**config.mk**
```make
export PLATFORM = sky130hd
export DESIGN_NAME = alu4bit_sweeper
export DESIGN_NICKNAME = d
export VERILOG_FILES = /design/src/rtl/alu4bit_sweeper.sv
export SDC_FILE = /design/constraint.sdc
export NUM_CORES = 1
export LEC_CHECK = 0
export ABC_AREA = 1
export CELL_PAD_IN_SITES_DETAIL_PLACEMENT = 1
export CELL_PAD_IN_SITES_GLOBAL_PLACEMENT = 1
export CORE_MARGIN = 2
export CORE_UTILIZATION = 29
export DETAILED_ROUTE_END_ITERATION = 10
export PLACE_DENSITY = 0.75
export REMOVE_ABC_BUFFERS = 1
export SLEW_MARGIN = 30
export SYNTH_ARGS = -nofsm -noshare
export SYNTH_HDL_FRONTEND = slang
export SYNTH_SLANG_ARGS = --single-unit
```
**constraint.sdc**
```tcl
create_clock -name clk -period 1.17 [get_ports clk]
set_clock_uncertainty 0.05 [all_clocks]
set_input_delay 0.234 -clock clk [delete_from_list [all_inputs] [get_ports clk]]
set_output_delay 0.234 -clock clk [all_outputs]
set_load 0.03 [all_outputs]
```
**src/rtl/alu4bit_sweeper.sv**
```systemverilog
// Sequential initiator for a combinational 4-bit ALU: steps an opcode range over
// latched operands and streams each captured x/y result on a valid/ready port.
module alu4bit_sweeper #(
  parameter int unsigned SETTLE = 1
) (
  input  logic       clk,
  input  logic       rst,
  input  logic       start,
  input  logic       abort,
  input  logic [3:0] a_in,
  input  logic [3:0] b_in,
  input  logic [3:0] first_op,
  input  logic [3:0] last_op,
  output logic [3:0] alu_a,
  output logic [3:0] alu_b,
  output logic [3:0] alu_opcode,
  input  logic [3:0] alu_x,
  input  logic [3:0] alu_y,
  output logic       res_valid,
  input  logic       res_ready,
  output logic [3:0] res_opcode,
  output logic [3:0] res_x,
  output logic [3:0] res_y,
  output logic       busy,
  output logic       done
);

  localparam logic [3:0] SettleInit = 4'(SETTLE - 1);

  typedef enum logic [1:0] {StIdle, StSettle, StHold, StDone} state_e;

  state_e     r_state;
  logic [3:0] r_cnt;
  logic [3:0] r_last;
  logic [3:0] r_alu_a;
  logic [3:0] r_alu_b;
  logic [3:0] r_alu_opcode;
  logic [3:0] r_res_opcode;
  logic [3:0] r_res_x;
  logic [3:0] r_res_y;
  logic       r_res_valid;
  logic       r_busy;
  logic       r_done;

  always_ff @(posedge clk) begin
    if (rst) begin
      r_state      <= StIdle;
      r_cnt        <= 4'd0;
      r_last       <= 4'd0;
      r_alu_a      <= 4'd0;
      r_alu_b      <= 4'd0;
      r_alu_opcode <= 4'd0;
      r_res_opcode <= 4'd0;
      r_res_x      <= 4'd0;
      r_res_y      <= 4'd0;
      r_res_valid  <= 1'b0;
      r_busy       <= 1'b0;
      r_done       <= 1'b0;
    end else if (abort && (r_state != StIdle)) begin
      // Abort drops any pending result and never lets done fire.
      r_state     <= StIdle;
      r_res_valid <= 1'b0;
      r_busy      <= 1'b0;
      r_done      <= 1'b0;
    end else begin
      case (r_state)
        StIdle: begin
          if (start && !abort) begin
            r_alu_a      <= a_in;
            r_alu_b      <= b_in;
            r_alu_opcode <= first_op;
            r_last       <= last_op;
            r_cnt        <= SettleInit;
            r_busy       <= 1'b1;
            r_state      <= StSettle;
          end
        end
        StSettle: begin
          if (r_cnt != 4'd0) begin
            r_cnt <= r_cnt - 4'd1;
          end else begin
            r_res_x      <= alu_x;
            r_res_y      <= alu_y;
            r_res_opcode <= r_alu_opcode;
            r_res_valid  <= 1'b1;
            r_state      <= StHold;
          end
        end
        StHold: begin
          if (r_res_valid && res_ready) begin
            r_res_valid <= 1'b0;
            if (r_alu_opcode == r_last) begin
              r_done  <= 1'b1;
              r_state <= StDone;
            end else begin
              r_alu_opcode <= r_alu_opcode + 4'd1;
              r_cnt        <= SettleInit;
              r_state      <= StSettle;
            end
          end
        end
        StDone: begin
          r_done  <= 1'b0;
          r_busy  <= 1'b0;
          r_state <= StIdle;
        end
        default: begin
          r_state <= StIdle;
        end
      endcase
    end
  end

  assign alu_a      = r_alu_a;
  assign alu_b      = r_alu_b;
  assign alu_opcode = r_alu_opcode;
  assign res_valid  = r_res_valid;
  assign res_opcode = r_res_opcode;
  assign res_x      = r_res_x;
  assign res_y      = r_res_y;
  assign busy       = r_busy;
  assign done       = r_done;

endmodule

```
Yosys cells after proc, flatten, opt, wreduce, memory -nomap -nowiden
Index checks and enable logic that the tools add are counted.

cells by class
  add/subtract/negate cells = 2
  equal/unequal tests = 10
  muxes and demuxes = 22
  bitwise operators = 2
  reductions and logical operators = 21

operator list
  kind                 number
  $mux 4               7
  $reduce_and 3->1     5
  $ne 2x2->1 const B   6
  $pmux 4 s3           1
  $reduce_bool 2->1    5
  $mux 2               4
  $pmux 2 s4           1
  $pmux 4 s2           1
  $pmux 1 s2           3
  $reduce_and 6->1     1
  $mux 1               5
  $reduce_and 5->1     1
  $add 4x1->4 const B  1
  $eq 2x2->1 const B   2
  $eq 4x4->1           1
  $reduce_bool 4->1    1
  $sub 4x1->4 const B  1
  $logic_and 1x1->1    3
  $reduce_bool 3->1    1
  $eq 2x1->1 const B   1
  $logic_not 2->1      1
  $not 1->1            2
  $reduce_and 2->1     1
  $reduce_or 2->1      1
  $logic_not 1->1      1

word-level totals
  bits in registers = 37
  input bits = 29
  output and inout port bits = 27
  logic and storage cells = 69

Longest topological paths before layout
Gate-level depths: netlist (run 1).

  depth in word-level cells = 4
  mapped depth = 9
  depth with buffers taken out = 9

Worst setup path after synthesis (run 1)
Ideal clock, no wire load.

  path type = reg-to-reg
  from = register r_alu_opcode[2], in the netlist alu_opcode[2]
  to = register r_cnt[0]
  setup time = 0.115 ns
  arrival = 1.333 ns
  data required time = 1.005 ns
  path slack = -0.328 ns
  stages on the path, launching flop included = 9
  buffers on the path = 1
  clock period less this slack = 1.498 ns
  cell sequence = dfxtp_1 -> inv_2 -> nand2_1 -> nand2_2 -> nor2_4 -> nand3_4 -> buf_6 -> a21oi_1 -> nor2_1

on the way
  longest elaborated chain between the ends = 3

ends and longest elaborated chain
  what                               RTL line  text
  from (decl)                        37        logic [3:0] r_alu_opcode;
  from (signal assigned)             71        r_alu_opcode <= first_op;
  from (signal assigned)             96        r_alu_opcode <= r_alu_opcode + 4'd1;
  $eq 4x4->1                         92        if (r_alu_opcode == r_last) begin
  $ne 2x2->1 (no source line)        n/a
  $reduce_and 6->1 (no source line)  n/a
  to (signal assigned)               73        r_cnt <= SettleInit;
  to (signal assigned)               80        r_cnt <= r_cnt - 4'd1;
  to (signal assigned)               97        r_cnt <= SettleInit;
  to (decl)                          33        logic [3:0] r_cnt;

No other way between the ends.
A chain may end at the register's enable or synchronous reset.

Worst setup path after layout (run 1)
  from = register r_state[0]
  to = register r_cnt[3]

on the way
  longest elaborated chain between the ends = 4
  elaborated cells between the ends (all ways) = 13
  those cells by class = eq/ne: 6; mux: 1; bitwise: 1; reduce/logical: 5

ends and longest elaborated chain
  what                                                      RTL line  text
  from (decl)                                               32        state_e r_state;
  from (signal assigned)                                    47        r_state <= StIdle;
  from (signal assigned)                                    61        r_state <= StIdle;
  from (signal assigned)                                    75        r_state <= StSettle;
  branches (longest 4 deep; another with $reduce_and 6->1)  n/a

Several ways; the timed one is not identified.

==> results of run 1 <==
-- critical path, cell delays in order, from the launching register on --
cell and delay, ns:
dfxtp_4 0.39, nor2_4 0.15, nor2_4 0.06, nor2_4 0.12, nand2_2 0.08, nor2_4 0.25, nand3_2 0.10, nand2_1 0.09
nor2_1 0.04
-- metrics by stage --
step	utilization, %	cell area, sq um	TNS [ns]
CTS	50.7	3000	-3.03
global placement	44.8	2650	-10.72
floorplan	-	1730	-5.48
finish	55.7	3300	-5.19
global route	55.7	3300	-7.93
detailed placement	44.8	2650	-11.69
-- state kept, by name, indices dropped and copies added (netlist names), 2 cells and up --
name	flops
res_x	4
r_state	2
r_last	4
alu_a	4
alu_opcode	4
res_opcode	4
alu_b	4
res_y	4
r_cnt	4
-- Yosys cell counts, types with 2 or more instances --
library cell | n | area, sq um
nor2_1 | 32 | 120
o21ai_0 | 13 | 65.1
dfxtp_1 | 37 | 741
nand2_2 | 5 | 31.3
ha_1 | 3 | 37.5
buf_2 | 4 | 20.0
inv_2 | 8 | 30.0
clkbuf_1 | 2 | 7.51
nand2_1 | 41 | 154
nand3_1 | 11 | 55.1
nor2_2 | 2 | 12.5
nor2_4 | 3 | 33.8
inv_1 | 26 | 97.6
a21oi_1 | 27 | 135
nand4_1 | 2 | 12.5
or2_2 | 3 | 18.8
o21ai_1 | 15 | 75.1
-- final timing paths --
check | end | slack, ns
worst min register to register | res_y[1] | 0.40
worst min-delay path | res_y[1] | 0.40
worst max-delay path | r_cnt[3] | -0.27
worst max register to register | r_cnt[3] | -0.27
-- timing repair --
item / CTS / global route
hold buffers: 0 / 0
gates cloned: 1 / 2
setup endpoints to repair: 42 / 42
endpoints found under the hold margin: 0 / 0
buffers inserted: 9 / 9
resized for setup: 48 / 67
pin swaps: 13 / 21
-- cells by family after synthesis --
| logic type | Yosys count | synth area share, % |
|---|---|---|
| AND/OR/NAND/NOR | 106 | 29.8 |
| AO/OA/AOI/OAI | 57 | 16.4 |
| adder cells (fa/ha/maj) | 3 | 2.12 |
| XOR/XNOR | 1 | 0.494 |
| flip-flops | 37 | 41.8 |
| buffers and inverters | 41 | 9.39 |
-- metal layers --
metal	up-vias	track usage, %	share of wire (%)
li1	1014	-	-
met1	976	20.0	40
met2	48	35.0	53
met3	13	3.70	4.3
met4	0	6.83	2.5
met5	-	0	0
-- layout make-up --
class                           count  share of cell area [%]
Clock buffer                        7                    2.62
Clock inverter                      1                   0.910
Inverter                           34                    4.47
Multi-Input combinational cell    168                    33.7
Sequential cell                    37                    23.4
Tap cell                           75                    2.84
Timing Repair Buffer              111                    32.0
-- where the power goes --
part,leakage [nW],switching [W],internal [W]
Combinational,1.06,0.00284,0.00251
Sequential,0.309,0.000351,0.00165
Clock,0.0585,0.000492,0.000696
==> flow_summary_export.csv, run 1 <==
group,metric,value,unit
cts,cts.clk_slew.worst_paths,0.08,ns
route,num_vias,2051,
timing,worst_pin_slew,0.297,ns
timing,slew_headroom,80.2,%
cts,cts_htree_levels,2,
timing,period_needed,1.44,ns
route,ant_nets,0,
worst_setup_path,critical_path_required,1.32,ns
worst_setup_path,path_class,"reg -> reg",
final_layout,n_fill_cell,703,
run_status,violations,"negative setup slack",
final_layout,drive_gt1_share,50.8,%
yosys,synthCells,245,
timing,grt_setup_unrepaired,"true",
final_layout,multi_input_area,1110,sq um
cts,clockBufferDepth,2,
worst_setup_path,endpoint_kind,"flop",
cts,cts_buffers,5,
route,drcViolationCount,0,
global_route,grt_usage,18.5,%
timing,fin_ws,-0.270,ns
worst_setup_path,r2r.worst_path.cells,8,
placed_design,dpl.hpwl,3840,um
timing,clock.fmax,694,MHz
placed_design,portBuffers,55,
global_route,grt_overflow,0,
worst_setup_path,cp_max_fo,8,
route,firstDrtPassIters,3,
placed_design,gp_congestion,0.780,
yosys,synth.ff_latch_count,37,
die,pin_count,56,
worst_hold_path,min_path_type,"reg -> reg",
timing,hold_viol,0,
yosys,ys_seq_area_share,41.8,%
final_layout,final_cell_mix,"buf_4 (61), nor2_1 (28), clkdlybuf4s50_1 (28)",
yosys,synth_warnings,0,
cts,clk_latency,0.30,ns
cts,cts_root_buffer,"clkbuf_8",
final_layout,ff_latch_area,772,sq um
timing,setup_violations,40,
worst_hold_path,min-delay-start,"res_y[1]",
timing,hold_ws,0.400,ns
worst_setup_path,reg2reg_from,"r_state[0]",
placed_design,dp_slack,-0.416,ns
global_route,grt_pass1_vias,2043,
route,wl_per_cell,15.7,um
final_layout,num_antenna_cells,0,
global_route,grt_max_degree,25,
die,die_area,6750,sq um
worst_hold_path,holdPathStages,2,
route,via_per_inst,4.74,
placed_design,dp_cells,405,
route,finalWirelength,6790,um
die,die_w,82.2,um
pwr,power_leakage,1.43,nW
die,num_rows,28,
worst_setup_path,crit_start,"r_state[0]",
pwr,p_per_area,2590,nW/um^2
timing,drv_slew,0,
worst_setup_path,worst_ep_arrival_time,1.59,ns
yosys,async_reset_ff_share,0,%
yosys,avgSynthCellArea,7.23,sq um
yosys,synth_edf_count,0,
yosys,synthFlopType,"dfxtp_1",
final_layout,syn2layout_area_growth,86.2,%
cts,clkSinkCount,37,
yosys,yosysUniqueCellTypes,28,
pwr,finalPower,0.00854,W
final_layout,final_common_cell,"buf_4",
timing,fin_crit_sh,123,%
cts,cts_tree,"done",
run_status,status,"finished with violations",
worst_setup_path,startpoint_type,"flop",
global_route,antenna_found_initial,0,
route,drtIter0Drc,64,
job,max_cap_viol_count,0,
die,core-area,5920,sq um
pwr,vdd_ir_drop_max,0.00105,V
global_route,grt_first_pass_wirelength,9480,um
die,fp.dieH,82.2,um
final_layout,layout.cells.non_filler,433,
yosys,synthesis.area,1770,sq um
final_layout,nNetsFinal,389,
die,start_util,29.9,%
(Power assumes the default switching activity.)
==> run 2: changes to the inputs <==
CELL_PAD_IN_SITES_DETAIL_PLACEMENT = default   (was 1)
CELL_PAD_IN_SITES_GLOBAL_PLACEMENT = default   (was 1)
CORE_UTILIZATION = 41   (was 29)
==> run 2 against run 1 <==
Net effect: fmax up 3.9%; the flow still finishes with violations (negative setup slack); utilization grew 22 points; die area shrank 28%; via count grew 0.44%.
==> flow_summary_export.csv, run 2 (same netlist as run 1, synthesis figures left out) <==
group,metric,value,unit
run_status,status,"finished with violations",
run_status,violations,"negative setup slack",
final_layout,drive_gt1_share,50.6,%
worst_setup_path,cp_max_fo,8,
pwr,vdd_ir_drop_max,0.00148,V
die,core-area,4090,sq um
cts,clkSinkCount,37,
timing,setup_violations,39,
timing,slew_headroom,83.8,%
route,num_vias,2060,
timing,grt_setup_unrepaired,"true",
route,ant_nets,0,
final_layout,final_cell_mix,"buf_4 (51), nand2_1 (29), dfxtp_1 (27), clkdlybuf4s50_1 (27), nor2_1 (23)",
placed_design,portBuffers,55,
placed_design,gp_congestion,0.860,
pwr,power_leakage,1.37,nW
final_layout,final_util,77.8,%
timing,fin_crit_sh,118,%
timing,clock.fmax,721,MHz
worst_setup_path,worst_ep_arrival_time,1.52,ns
global_route,grt_overflow,0,
final_layout,final_cell_area,3180,sq um
worst_hold_path,min_path_type,"reg -> reg",
cts,cts_buffers,5,
final_layout,final_common_cell,"buf_4",
global_route,antenna_found_initial,0,
cts,cts_root_buffer,"clkbuf_8",
placed_design,dpl.hpwl,3170,um
timing,final.setup.tns,-4.51,ns
die,num_rows,23,
worst_setup_path,startpoint_type,"flop",
cts,clockBufferDepth,2,
route,firstDrtPassIters,4,
worst_setup_path,critPathSlowestCell,"dfxtp_2",
route,drtIter0Drc,83,
route,via_per_inst,5.12,
pwr,p_per_area,2510,nW/um^2
die,die_w,69.7,um
cts,hold_buffers,0,
final_layout,nNetsFinal,383,
global_route,grt_pass1_vias,1863,
timing,drv_slew,0,
die,die_area,4860,sq um
global_route,grt_max_degree,25,
cts,cts_htree_levels,2,
job,max_cap_viol_count,0,
final_layout,syn2layout_area_growth,79.5,%
worst_setup_path,endpoint_kind,"flop",
die,fp.dieH,69.7,um
timing,fin_ws,-0.216,ns
pwr,finalPower,0.00797,W
route,wl_per_cell,14.4,um
placed_design,place_area,2590,sq um
worst_setup_path,cp_slowest_stage_delay,0.36,ns
cts,clk_latency,0.29,ns
worst_setup_path,cp_top_family,"simple AND/OR/NAND/NOR gates",
global_route,grt_usage,20.4,%
global_route,grt_first_pass_wirelength,8070,um
timing,period_needed,1.39,ns
worst_setup_path,critical_path_required,1.30,ns
worst_setup_path,timing.critical_path.cells,"inv_2 > nand2_2 > nand2_2 > nor2_4 > nand3_4 > nand2_2 > nand2_1 > nand2_1 > nor2_1",
final_layout,num_antenna_cells,0,
cts,cts_tree,"done",
worst_setup_path,critical_path_buf_inv_count,1,
route,finalWirelength,5780,um
route,drcViolationCount,0,
worst_setup_path,crit_top_cell,"nand2_2",
worst_setup_path,path_class,"reg -> reg",
die,start_util,43.4,%
die,pin_count,56,
timing,hold_viol,0,
timing,worst_pin_slew,0.242,ns
cts,cts.clk_slew.worst_paths,0.07,ns
-- run 2: changes by cell type in the layout (fill, tap and decap cells not counted), moves of 4 or more --
cell | previous run | this run
buf_4 | 61 | 51
nor2_2 | 2 | 8
buf_6 | 15 | 22
o21ai_0 | 5 | 1
nand3_2 | 8 | 4
o21ai_2 | 10 | 15
nor2_1 | 28 | 23
-- run 2: layer usage --
layer | up-vias | wire, um | GRT usage, %
li1 | 1001 | - | -
met1 | 961 | 2250 | 23.1
met2 | 77 | 3020 | 37.3
met3 | 21 | 320 | 4.07
met4 | 0 | 185 | 8.33
met5 | - | 0 | 0
-- run 2: what timing repair did --
action | 4_1_cts | 5_1_grt
cloned | 1 | 3
setup endpoints to repair | 42 | 42
buffers inserted | 7 | 3
resized for setup | 67 | 58
pin swaps | 18 | 25
-- run 2: worst paths after layout --
path,cells past startpoint,startpoint,slack [ns],to
hold / removal,2,res_y[3],0.39,res_y[3]
setup / recovery,9,alu_opcode[2],-0.22,alu_opcode[2]
setup reg to reg,9,alu_opcode[2],-0.22,alu_opcode[2]
hold reg to reg,2,res_y[3],0.39,res_y[3]
-- run 2: where the power goes --
part | leakage [nW] | internal (W) | switching, W
Combinational | 1.03 | 0.00238 | 0.00277
Clock | 0.0395 | 0.000424 | 0.000454
Sequential | 0.308 | 0.00163 | 0.000308
Total | 1.37 | 0.00444 | 0.00353
-- run 2: cell type report --
class                      instances  area (sq um)
multi-input combinational        168          1120
timing repair buffer             105          1000
fill                             284           906
sequential                        37           763
inverter                          34           148
clock buffer                       8          80.1
tap                               50          62.6
-- run 2: per-stage QoR --
stage	setup WS, ns	instances	hold slack [ns]
6_report	-0.216	402	0.390
5_1_grt	-0.296	402	0.423
4_1_cts	-0.163	397	0.396
3_5_place_dp	-0.367	381	0.385
3_3_place_gp	-0.340	381	0.381
2_1_floorplan	-0.286	238	0.333
-- run 2: worst min-delay path, cell delays in order (launching register included) --
cell and delay (ns):
dfxtp_1 0.31, inv_1 0.04, a21oi_1 0.05
==> run 3: changes to the inputs <==
ABC_AREA = default   (was 1)
==> run 3 against run 2 <==
Net effect: the run still ends with negative setup slack left; hold slack better by 0.024 ns; cell count down 12%; die area down 2.4%; routed wire length up 12%; synthesized area down 2.5%; sequential power down 25%; critical endpoint is now r_cnt[1]; setup slack worse by 0.41 ns; fmax down 23%; synthesized cell count down 19%; global-route usage up 5.6 points; total power down 46%; via count down 6.0%.
==> flow_summary_export.csv, run 3 <==
group,metric,value,unit
yosys,synth_edf_count,0,
yosys,synth.most_common_cell,"dfxtp_1",
final_layout,final_cell_mix,"buf_4 (59), clkdlybuf4s50_1 (25), dfxtp_1 (24)",
cts,clk_latency,0.30,ns
route,ant_nets,0,
worst_setup_path,endpoint_kind,"flop",
yosys,synth.ff_latch_count,37,
timing,hold_viol,0,
worst_setup_path,cp_slowest_stage_delay,0.36,ns
global_route,grt_first_pass_wirelength,8980,um
pwr,p_per_area,1330,nW/um^2
route,drtIter0Drc,186,
timing,fin_ws,-0.622,ns
yosys,avgSynthCellArea,8.72,sq um
cts,cts_tree,"done",
yosys,synth_warnings,0,
placed_design,portBuffers,55,
worst_setup_path,r2r_end,"r_cnt[1]",
worst_setup_path,critical_path_required,1.30,ns
cts,clkSinkCount,37,
final_layout,syn2layout_area_growth,85.9,%
run_status,violations,"negative setup slack",
worst_setup_path,timing.critical_path.cells,"inv_2 > ha_4 > nor3b_4 > o311a_1 > a211o_1 > mux2_4",
global_route,grt_pass1_vias,1843,
timing,setup_violations,41,
worst_setup_path,r2r_slack,-0.62,ns
worst_setup_path,worst_ep_arrival_time,1.93,ns
yosys,ys_top_cells_by_area,"dfxtp_1 (43%), nand2_1 (7.6%), mux2i_1 (7.0%)",
global_route,grt_max_degree,13,
die,core-area,4030,sq um
timing,fin_crit_sh,153,%
pwr,vdd_ir_drop_max,0.000884,V
worst_setup_path,r2r.worst_path.cells,6,
final_layout,final_common_cell,"buf_4",
timing,period_needed,1.79,ns
timing,drv_slew,0,
final_layout,drive_gt1_share,53.8,%
cts,clockBufferDepth,2,
cts,cts.clk_slew.worst_paths,0.08,ns
pwr,power_leakage,1.31,nW
route,finalWirelength,6450,um
timing,grt_setup_unrepaired,"true",
die,pin_count,56,
die,start_util,42.9,%
route,via_per_inst,5.49,
die,die_w,68.9,um
timing,slew_headroom,72.4,%
worst_hold_path,hold_end,"res_valid",
worst_setup_path,reg2reg_from,"r_cnt[0]",
worst_setup_path,startpoint_type,"flop",
yosys,synthesis.area,1730,sq um
final_layout,nNetsFinal,335,
yosys,synth_top_area_cell,"dfxtp_1",
yosys,ys_seq_area_share,42.9,%
global_route,grt_overflow,0,
run_status,status,"finished with violations",
worst_hold_path,min-delay-start,"res_ready",
die,die_area,4750,sq um
placed_design,gp_congestion,0.843,
yosys,synthCells,198,
worst_setup_path,path_class,"reg -> reg",
worst_hold_path,holdPathStages,4,
yosys,synth_top_cell_area_share,42.9,%
cts,cts_buffers,5,
job,max_cap_viol_count,0,
global_route,antenna_found_initial,0,
yosys,async_reset_ff_share,0,%
die,fp.dieH,68.9,um
yosys,synthFlopType,"dfxtp_1",
route,drcViolationCount,0,
route,wl_per_cell,18.3,um
cts,cts_htree_levels,2,
route,num_vias,1937,
worst_hold_path,min_path_type,"in -> reg",
yosys,yosysUniqueCellTypes,43,
worst_setup_path,critPathSlowestCell,"o311a_1",
yosys,synth_common_cells,"dfxtp_1 (37), nand2_1 (35), nor2_1 (25), a21oi_1 (16), mux2i_1 (12)",
route,firstDrtPassIters,4,
global_route,grt_usage,26.0,%
timing,hold_ws,0.414,ns
cts,cts_root_buffer,"clkbuf_8",
final_layout,num_antenna_cells,0,
timing,clock.fmax,558,MHz
die,num_rows,23,
placed_design,dpl.hpwl,3300,um
timing,final.setup.tns,-16.81,ns
worst_setup_path,cp_max_fo,3,
timing,worst_pin_slew,0.412,ns
[run 3: cell count changes after synthesis, moves of 5 or more]
cell,before,now
nor2_1,32,25
nand2_1,41,35
clkbuf_1,2,7
nand3_1,11,2
mux2i_1,0,12
a21oi_1,27,16
nand2_2,5,0
o21ai_0,13,2
o21ai_1,15,0
inv_1,26,5
inv_2,8,0
[run 3: layer usage]
layer / global-route usage, % / vias to the layer above / wire [um]
li1: - / 898 / -
met2: 43.9 / 91 / 3130
met4: 10.0 / 0 / 269
met1: 30.4 / 923 / 2570
met5: 0 / - / 0
met3: 8.77 / 25 / 483
[run 3: area by class of cell]
cell class,count,area (sq um)
tap,50,62.6
sequential,37,779
inverter,5,18.8
timing repair buffer,111,1020
fill,248,818
clock inverter,2,35.0
clock buffer,5,68.8
multi-input combinational,143,1230
[run 3: worst max path at each step]
| stage | endpoint | slack, ns | from | cells after the start |
|---|---|---|---|---|
| after floorplan | res_opcode[0] | -1.05 | r_cnt[0] | 6 |
| after global placement | alu_opcode[3] | -0.90 | abort | 5 |
| after detailed placement | alu_opcode[3] | -0.91 | abort | 5 |
| after CTS | r_state[1] | -0.55 | alu_opcode[1] | 5 |
| after global routing | r_cnt[1] | -0.67 | r_cnt[1] | 6 |
| final | r_cnt[1] | -0.62 | r_cnt[0] | 6 |
[run 3: cells by family (layout without fill, tap and decap cells)]
family / count (synthesis) / in the layout / synth area share [%]
AO/OA/AOI/OAI: 40 / 40 / 16.5
XOR/XNOR: 4 / 4 / 2.03
adder cells (fa/ha/maj): 3 / 3 / 2.17
buffers and inverters: 18 / 123 / 5.65
flip-flops: 37 / 37 / 42.9
multiplexers: 13 / 13 / 7.61
AND/OR/NAND/NOR: 83 / 83 / 23.1
[run 3: per-stage QoR]
step | util (%) | instances | cell area (sq um) | power [W] | worst slack (ns)
after floorplan | - | 185 | 1650 | 0.00200 | -1.05
after global placement | 62.0 | 329 | 2500 | 0.00253 | -0.897
after detailed placement | 62.0 | 329 | 2500 | 0.00255 | -0.914
after CTS | 76.3 | 346 | 3070 | 0.00405 | -0.555
after global routing | 79.7 | 353 | 3210 | 0.00444 | -0.666
final | 79.7 | 353 | 3210 | 0.00428 | -0.622
[run 3: timing repair]
item	in CTS	in global routing
pin swaps	35	9
setup endpoints to repair	42	42
gates resized for setup	102	25
buffers inserted	9	10
endpoints found under the hold margin	0	0
hold buffers	0	0
cloned	2	0
[run 3: worst max-delay path: cells and delay by family (launching register included)]
| family | cells | cell delay, ns |
|---|---|---|
| AO/OA/AOI/OAI | 2 | 0.64 |
| buffers and inverters | 1 | 0.05 |
| flip-flops | 1 | 0.34 |
| multiplexers | 1 | 0.30 |
| AND/OR/NAND/NOR | 1 | 0.15 |
| adder cells (fa/ha/maj) | 1 | 0.15 |
[run 3: power by group]
group | total (W) | internal (W) | switching (W)
registers | 0.00146 | 0.00135 | 0.000109
logic | 0.00171 | 0.000884 | 0.000828
clock network | 0.00111 | 0.000620 | 0.000488
==> edit, RTL diff (settings of run 2) <==
Make the reset (`rst`) asynchronous in one clocked block.
--- a/src/rtl/alu4bit_sweeper.sv
+++ b/src/rtl/alu4bit_sweeper.sv
@@ -43,5 +43,5 @@
   logic       r_done;
 
-  always_ff @(posedge clk) begin
+  always_ff @(posedge clk or posedge rst) begin
     if (rst) begin
       r_state      <= StIdle;
Function: differs if rst is asserted again (counterexample within 4 cycles, from zero or initial values and one cycle with rst high); with rst held inactive, the same outputs for 10 cycles.
==> edit against run 2 <==
- the run still ends with setup timing left
- sequential cell count unchanged
- synthesized area increased by 1.2%
- worst setup slack lost 0.074 ns
- die area up 1.1%
- wire length down 13%
- total power increased by 11%
- hold slack got worse by 0.17 ns
- design area up 3.1%
- utilization shrank 1.5 points
- synthesized cell count decreased by 20%
- via count down 14%
- largest cell class is now non-clock buffers
==> edit: results (changes against run 2) <==
- Hold Worst Slack: 0.225 ns (-0.165 ns)
- Vias in the first global route: 1681 (-9.8%)
- Crit-path max cell delay: 0.40 ns (+0.04 ns)
- Status: complete, but fails checks
- Most frequent cells after synthesis: nand2_1, dfrtp_1, inv_1
- Failing checks: setup timing
- Clk slew on worst S/H paths: approximately 0.080 ns
- Setup violations, final: 43 (+10%)
- Worst setup SP type: flop
- H-tree Lvls: 2 (unchanged)
- Ys flop type: dfrtp_1
- Fillers: 255 (-10%)
- Via/cell ratio: 4.95 (-3.5%)
- Routed WL: 5.05 mm (-13%)
- Worst hold path class: in2async
- DRT iter0 DRCs: 95 (+14%)
- R2R depth: 9 (unchanged)
- Worst Setup EP: res_x[3]
- R2r setup slk: -0.29 ns (-0.07 ns)
- Gr usage total: 0.201 (-0.00344)
- Max IR drop VDD: 1.87 mV (+26%)
- Mux contribution to synthesized area: 0.0691 (+0.0691)
- Netlist cell types: 26 (-7.1%)
- DRT Pass-1 Iters: 4 (unchanged)
- Final WS setup: -0.290 ns (-0.0736 ns)
- Antenna Cells: 0 (unchanged)
- Post-synthesis sequential area ratio: 0.516 (+0.0983)
- CP arrival: 1.61 ns (+0.09 ns)
- Post-Synth Adder-Cell Area: 0.0140 (-0.00723)
- Num CTS Buffers: 5 (unchanged)
- Async SR Flop Fraction: 1.00 (+1.00)
- Hpwl dp: 3.09 mm (-2.4%)
- Final net count: 337 (-12%)
- Peak fanout along the critical path: 12 (+4)
- GP Congestion: 0.926 (+7.7%)
- CP max stage cell: dfrtp_1
- Worst slew margin: 0.800 (-0.0387)
- First-pass GRT wire length: 7.77 mm (-3.8%)
- Synth Area in Compound Gates: 0.0719 (-0.0920)
- Xor/xnor share of the synthesized area: 0.0195 (+0.0146)
- Share of cells above drive strength 1: 0.489 (-0.0171)
- Largest cells by area after synthesis: dfrtp_1, nand2_1, mux2_1
- Crit-path leading delay family: buffers and inverters
- Clock Tree Root: clkbuf_8
- Leakage power: 1.62 nW (+18%)
- Largest net degree at the start of global routing: 38 (+52%)
- Reg2Reg Launch Point: r_state[1]
[edit: metal layers]
metal / GRT usage / vias up / wire [um]
li1: - / 862 / -
met1: 0.258 / 844 / 2200
met2: 0.312 / 59 / 2510
met3: 0.0635 / 11 / 220
met4: 0.0876 / 0 / 119
met5: 0 / - / 0
[edit: layout make-up]
cell class | instances | area (sq um) | area share
clock buffer | 6 | 72.6 | 0.0221
clock inverter | 2 | 38.8 | 0.0118
sequential | 37 | 927 | 0.283
tap | 52 | 65.1 | 0.0198
timing repair buffer | 107 | 1080 | 0.331
inverter | 23 | 88.8 | 0.0271
multi-input combinational | 132 | 1000 | 0.306
[edit: cell families after synthesis]
group                      Yosys count
AOI/OAI and AO/OA                   23
xor gates and xnor gates             4
adders and majority gates            2
buffers and inverters               28
DFF                                 37
muxes                               11
and+or+nand+nor                     92
[edit: where the power goes]
group	internal [mW]	total [mW]	switching (mW)
combinational	2.68	5.45	2.76
clock	0.640	1.11	0.475
sequential	1.85	2.30	0.449
[edit: repair_timing]
action	in CTS	in global routing
gates cloned	1	2
setup endpoints to repair	42	45
gates resized for setup	53	48
pin swaps	13	11
buffers inserted	11	5
hold endpoints to repair	0	0
[edit: per-stage QoR]
| step | instances | cell area (sq um) | setup TNS (ns) | worst slack, ns |
|---|---|---|---|---|
| 5_1_grt | 359 | 3280 | -11.76 | -0.357 |
| 3_5_place_dp | 335 | 2620 | -14.30 | -0.499 |
| 3_3_place_gp | 335 | 2620 | -13.27 | -0.445 |
| 4_1_cts | 354 | 3030 | -8.05 | -0.249 |
| 6_report | 359 | 3280 | -9.37 | -0.290 |
| 2_1_floorplan | 192 | 1760 | -8.39 | -0.391 |
[edit: worst min-delay path: stages]
cell and delay, ns:
clkdlybuf4s50_1 0.39, inv_1 0.09, buf_12 0.23
